[src/rtl/hc166_scan_ctrl.sv]
// hc166_scan_ctrl: sequences a chain of 74HC166 PISO registers into a parallel snapshot
module hc166_scan_ctrl #(
    parameter int NUM_DEV = 2,
    parameter int DIV     = 4
) (
    input  logic                 cp,
    input  logic                 mr_n,
    input  logic                 start,
    input  logic                 auto_scan,
    output logic                 busy,
    output logic                 done,
    output logic [8*NUM_DEV-1:0] data,
    output logic                 sr_cp,
    output logic                 sr_pe_n,
    output logic                 sr_ce_n,
    output logic                 sr_mr_n,
    input  logic                 sr_q7
);
    localparam int W  = 8 * NUM_DEV;
    localparam int BW = $clog2(W);
    localparam int DW = (DIV > 1) ? $clog2(DIV) : 1;
    localparam logic [DW-1:0] DIV_LAST = DW'(DIV - 1);
    localparam logic [BW-1:0] BIT_LAST = BW'(W - 1);

    typedef enum logic [2:0] {IDLE, LOAD_LO, LOAD_HI, SH_LO, SH_HI, DONE} state_t;

    state_t          state, next_state;
    logic [DW-1:0]   div_cnt;
    logic [BW-1:0]   bit_idx;
    logic [W-1:0]    shadow;
    logic            phase_end, timed, last_bit;

    assign phase_end = div_cnt == DIV_LAST;
    assign timed     = state inside {LOAD_LO, LOAD_HI, SH_LO, SH_HI};
    assign last_bit  = bit_idx == BIT_LAST;

    // state register; pins are registered from the next state so they never glitch
    always_ff @(posedge cp or negedge mr_n) begin
        if (!mr_n) begin
            state   <= IDLE;
            busy    <= 1'b0;
            done    <= 1'b0;
            sr_cp   <= 1'b0;
            sr_pe_n <= 1'b1;
            sr_ce_n <= 1'b1;
        end else begin
            state   <= next_state;
            busy    <= next_state != IDLE;
            done    <= next_state == DONE;
            sr_cp   <= next_state inside {LOAD_HI, SH_HI};
            sr_pe_n <= !(next_state inside {LOAD_LO, LOAD_HI});
            sr_ce_n <= next_state inside {IDLE, DONE};
        end
    end

    // phase sequencing: each timed phase lasts DIV cycles, one sample per low half
    always_comb begin
        next_state = state;
        case (state)
            IDLE:    if (start) next_state = LOAD_LO;
            LOAD_LO: if (phase_end) next_state = LOAD_HI;
            LOAD_HI: if (phase_end) next_state = SH_LO;
            SH_LO:   if (phase_end) next_state = last_bit ? DONE : SH_HI;
            SH_HI:   if (phase_end) next_state = SH_LO;
            DONE:    next_state = auto_scan ? LOAD_LO : IDLE;
            default: next_state = IDLE;
        endcase
    end

    // half-period timer, bit counter, shadow capture and snapshot publish
    always_ff @(posedge cp or negedge mr_n) begin
        if (!mr_n) begin
            div_cnt <= '0;
            bit_idx <= '0;
            shadow  <= '0;
            data    <= '0;
        end else begin
            div_cnt <= (timed && !phase_end) ? div_cnt + DW'(1) : '0;
            if (state == LOAD_HI && phase_end)
                bit_idx <= '0;
            else if (state == SH_HI && phase_end)
                bit_idx <= bit_idx + BW'(1);
            if (state == SH_LO && phase_end)
                shadow <= {shadow[W-2:0], sr_q7};
            if (state == SH_LO && phase_end && last_bit)
                data <= {shadow[W-2:0], sr_q7};
        end
    end

    // chain reset is released on the first clock after our own reset lifts
    always_ff @(posedge cp or negedge mr_n) begin
        if (!mr_n)
            sr_mr_n <= 1'b0;
        else
            sr_mr_n <= 1'b1;
    end
endmodule

[config.mk]
export PLATFORM = sky130hd
export DESIGN_NAME = hc166_scan_ctrl
export DESIGN_NICKNAME = d
export VERILOG_FILES = /design/src/rtl/hc166_scan_ctrl.sv
export SDC_FILE = /design/constraint.sdc
export NUM_CORES = 1
export LEC_CHECK = 0
export ABC_AREA = 1
export ABC_CLOCK_PERIOD_IN_PS = 3000
export CAP_MARGIN = 20
export CORE_ASPECT_RATIO = 1.2
export CORE_MARGIN = 2
export CORE_UTILIZATION = 50
export DETAILED_ROUTE_END_ITERATION = 8
export GPL_ROUTABILITY_DRIVEN = 1
export PLACE_DENSITY = 0.74
export SYNTH_ARGS = -nofsm -noshare
export SYNTH_HDL_FRONTEND = slang
export SYNTH_SLANG_ARGS = --single-unit
[constraint.sdc]
create_clock -name cp -period 3 [get_ports cp]
set_input_delay 0.9 -clock cp [delete_from_list [all_inputs] [get_ports cp]]
set_output_delay 0.9 -clock cp [all_outputs]
set_load 0.01 [all_outputs]
# Word-level counts from Yosys, hierarchy flattened
# Index checks and enable logic that the tools add are counted.
# op_classes
muxes	10
reduce_logical	16
add_sub_neg	2
eq_ne	11
# ops
operator	n
one-hot mux 3 bit (5 select lines)	1
== test 3 bit, second input constant	4
2-to-1 mux 3 bit	4
== test 3 x 2 -> 1 bit, second input constant	3
2-to-1 mux 4 bit	2
nonzero test 2 bit	4
== test 3 x 1 -> 1 bit, second input constant	2
logical NOT 3 bit	2
logical AND 1 bit	5
adder 4 x 1 -> 4 bit, second input constant	1
== test 4 bit, second input constant	1
nonzero test 4 bit	1
nonzero test 3 bit	1
adder 2 x 1 -> 2 bit, second input constant	1
== test 2 bit, second input constant	1
logical NOT 1 bit	2
2-to-1 mux 1 bit	2
2-to-1 mux 2 bit	1
OR reduction 2 bit	1
# totals
inputBits	5
word_cells	50
regBits	46

# Longest topological paths before layout
# depth
depth_word	7
depth_mapped	8
depth_no_buf	8

# Least setup slack after synthesis
# No wires, ideal clock.
# synth_timing
path_kind	input port to flip-flop
from	input port auto_scan
to	register busy
arrival_ns	1.304
path_slack_ns	1.564
required_time_ns	2.867
cell_stages	4
path_cell_list	nand4_1 > nand3_1 > nor2_1 > nand3_2
# synth_between
elab_chain_cells	3
# synth_lines
element	line_no	rtl
start: declaration	9	input logic auto_scan,
2-to-1 mux 1 bit	65	DONE: next_state = auto_scan ? LOAD_LO : IDLE;
one-hot mux 3 bit (5 select lines)	59	case (state)
nonzero test 3 bit	48	busy <= next_state != IDLE;
end signal: assignment	41	busy <= 1'b0;
end signal: assignment	48	
end: declaration	10	output logic busy,
# Every way passes these cells.
# A chain may end at the register's enable or synchronous reset.

# Final worst setup path
# layout_timing
from	register sr_ce_n
to	output port sr_ce_n
# layout_lines
element	line_no	rtl
start: declaration	15	output logic sr_ce_n,
start signal: assignment	52	sr_ce_n <= next_state inside {IDLE, DONE};
# No word-level cell between the ends.

==> flow_summary_export.csv <==
group,metric,value,unit
power,worst_ir_drop_vdd,0.000357,V
synthesis,synth.top_cell.area_share,56.4,%
route,drt-pass1-iter-count,4,
cts,post_cts_clock_slew_at_the_launch_and_capture_registers_of_the_worst_setup_and_hold_paths,80,ps
final_layout,instances_no_fill,277,
final_layout,layout-area-overhead-vs-synth,19.1,%
cts,hold_bufs_at_cts,0,
power,power_per_cell_area,471,nW/um^2
synthesis,netlist_area,1950,sq um
critical_path,worst-endpoint-arrival,1340,ps
power,static-leakage-power,0.00110,uW
cts,cts.repair.resized,0,
route,avgViaCountPerCell,4.81,
final_layout,post-route-util,62.9,%
synthesis,synth-seq-area-share,59.1,%
grt,grt_util_all_layers,16.8,%
cts,clock-root-buffer,"sky130_fd_sc_hd__clkbuf_8",
synthesis,number_of_synthesized_flops_with_an_enable_pin,0,
run,timing.max_cap.violations,0,
route,drt-initial-drc-count,64,
critical_path,setup.worst_path.class,"reg -> out",
critical_path,crit_family,"flip-flops",
grt,grt_start_max_net_pins,36,
sta,layout_worst_path_cycle_share,74.5,%
synthesis,synthTopCellsByArea,"sky130_fd_sc_hd__dfrtp_1 (56%), sky130_fd_sc_hd__nand2_1 (9.2%), sky130_fd_sc_hd__o21ai_2 (7.2%)",
route,postRouteAntennaNets,0,
cts,cts_tree,"built",
sta,slew_violations,0,
synthesis,post_synth.cell_area_avg,9.95,sq um
synthesis,synth-warning-count,0,
place,numPlacedInstances,269,
final_layout,layout.nets,231,
cts,h-tree-depth,2,
synthesis,netlist.top_cell.by_area,"sky130_fd_sc_hd__dfrtp_1",
critical_path,reg2reg_slack,1330,ps
power,p_total,1090,uW
critical_path,worstSetupStartpointType,"flop",
sta,fin_worst_hold_slack,387,ps
critical_path,cp_num_buf_inv,1,
sta,final_hold_viol_count,0,
synthesis,netlist-cell-type-count,23,
route,routedWlPerCell,11.2,um
route,drc_errors,0,
grt,gr-total-overflow,0,
cts,clk_latency,300,ps
synthesis,mappedNetlistNets,203,
final_layout,drive_gt1_share,14.2,%
cts,num_clock_sinks,46,
route,routed_wl,3120,um
synthesis,ys_async_sr_fraction,100,%
critical_path,worst_path_fanout_max,1,
floorplanning,top_level_ports,27,
sta,rsz0062_at_grt,"false",
critical_path,endpoint_kind,"output pin",
sta,setup_violation_total_in_the_final_timing_report,0,
cts,cts_buffers,5,
critical_path,worstRegToRegCells,5,
synthesis,post_synth_inst_count,196,
sta,timing.fmax,447,MHz
grt,first_pass_grt_wire_length,5430,um
place,buffer_ports.inserted,26,
sta,finClkSkew,7.52,ps
critical_path,worst_r2r_startpoint,"div_cnt[0]$_DFF_PN0_",
route,vias,1331,
floorplanning,die_area,4420,sq um
floorplanning,height_of_the_die,72.4,um
final_layout,antenna_cells,0,
floorplanning,die_width,61.0,um
critical_path,crit_chain,"clkdlybuf4s50_1",
sta,totalNegativeSetupSlack,0,ps
floorplanning,initial_utilization,52.8,%
floorplanning,core_region_area,3690,sq um
place,dp_hpwl,2140,um
critical_path,regToRegEndpoint,"sr_pe_n$_DFF_PN1_",
cts,cts-root-to-sink-buffers,2,
synthesis,ys_dominant_reg_cell,"sky130_fd_sc_hd__dfrtp_1",
final_layout,filler_cell_count,317,
grt,grt_pass1_vias,1255,
place,place.gp.congestion,0.814,
floorplanning,placement_rows,24,
synthesis,yosys.cell_count.top_type,"sky130_fd_sc_hd__nand2_1",
cts,post_cts_buffers,0,
synthesis,synthTopCellsByCount,"sky130_fd_sc_hd__nand2_1 (48), sky130_fd_sc_hd__dfrtp_1 (44), sky130_fd_sc_hd__inv_1 (27), sky130_fd_sc_hd__o21ai_2 (16), sky130_fd_sc_hd__o21ai_0 (14)",
synthesis,synth-seq-cells,46,
critical_path,critPathSlowestCell,"sky130_fd_sc_hd__dfstp_2",
critical_path,critical_path_required,2100,ps
status,status,"completed",
sta,period_minus_slack,2240,ps
critical_path,cpPeakStageDelay,520,ps
min_path,hp-class,"in -> async",
grt,number_of_antenna_violations_at_the_first_check_in_global_routing,0,
layout by cell type, fill, tap and decap left out, drive strengths merged:
| master | instances |
|---|---|
| nand3 | 10 |
| o211ai | 1 |
| inv | 27 |
| bufinv | 1 |
| dfstp | 2 |
| xor2 | 1 |
| o21ai | 37 |
| a22o | 1 |
| nand4 | 2 |
| clkbuf | 7 |
| nand2 | 49 |
| dfrtp | 44 |
| nor2 | 9 |
| clkdlybuf4s50 | 25 |
| a21oi | 3 |
| conb | 1 |
| ha | 2 |
| buf | 3 |
power breakdown:
part | internal, uW | total, uW | switching [uW]
clock network | 249 | 442 | 193
logic | 8.68 | 25.8 | 17.1
registers | 624 | 626 | 1.98
how the worst max path moves through the flow:
stage,endpoint,cells after the start,startpoint
2_1_floorplan,busy$_DFF_PN0_,4,auto_scan
3_3_place_gp,sr_ce_n,1,sr_ce_n$_DFF_PN1_
3_5_place_dp,sr_ce_n$_DFF_PN1_,6,auto_scan
4_1_cts,sr_ce_n,1,sr_ce_n$_DFF_PN1_
5_1_grt,sr_pe_n,1,sr_pe_n$_DFF_PN1_
6_report,sr_ce_n,1,sr_ce_n$_DFF_PN1_
layer usage:
metal  routed length, um  track usage [%]
met1                1430             21.3
met4                  73             7.73
met2                1470             26.3
met5                   0                0
met3                 149             4.81
per-stage QoR:
step / setup WS [ps] / area (sq um)
after floorplan: 1560 / 1950
after global placement: 1080 / 2220
after detailed placement: 1080 / 2220
after CTS: 750 / 2320
after global routing: 729 / 2320
final: 764 / 2320
logic make-up after synthesis:
kind of cell	Yosys count	synth area share [%]
XOR/XNOR	1	0.449
adder cells (fa/ha/maj)	2	1.28
flip-flops	46	59.1
AO/OA/AOI/OAI	42	14.2
AND/OR/NAND/NOR	70	16.0
buffers and inverters	34	8.72
other	1	0.192
layout make-up:
cell class | instances | area (sq um) | share of cell area [%]
flip-flops and latches | 46 | 1150 | 49.7
clock inverters | 1 | 30.0 | 1.29
repair buffers | 28 | 270 | 11.6
multi-input cells | 116 | 627 | 27.0
clock buffers | 7 | 76.3 | 3.28
inverters | 27 | 101 | 4.36
well taps | 52 | 65.1 | 2.80
flip-flops by register name, indices dropped and copies added, names as in the netlist:
name	count
bit_idx	4
busy	1
data	16
div_cnt	2
done	1
shadow	15
sr_ce_n	1
sr_cp	1
sr_mr_n	1
sr_pe_n	1
state	3
Power figures use the tool's default switching activity.
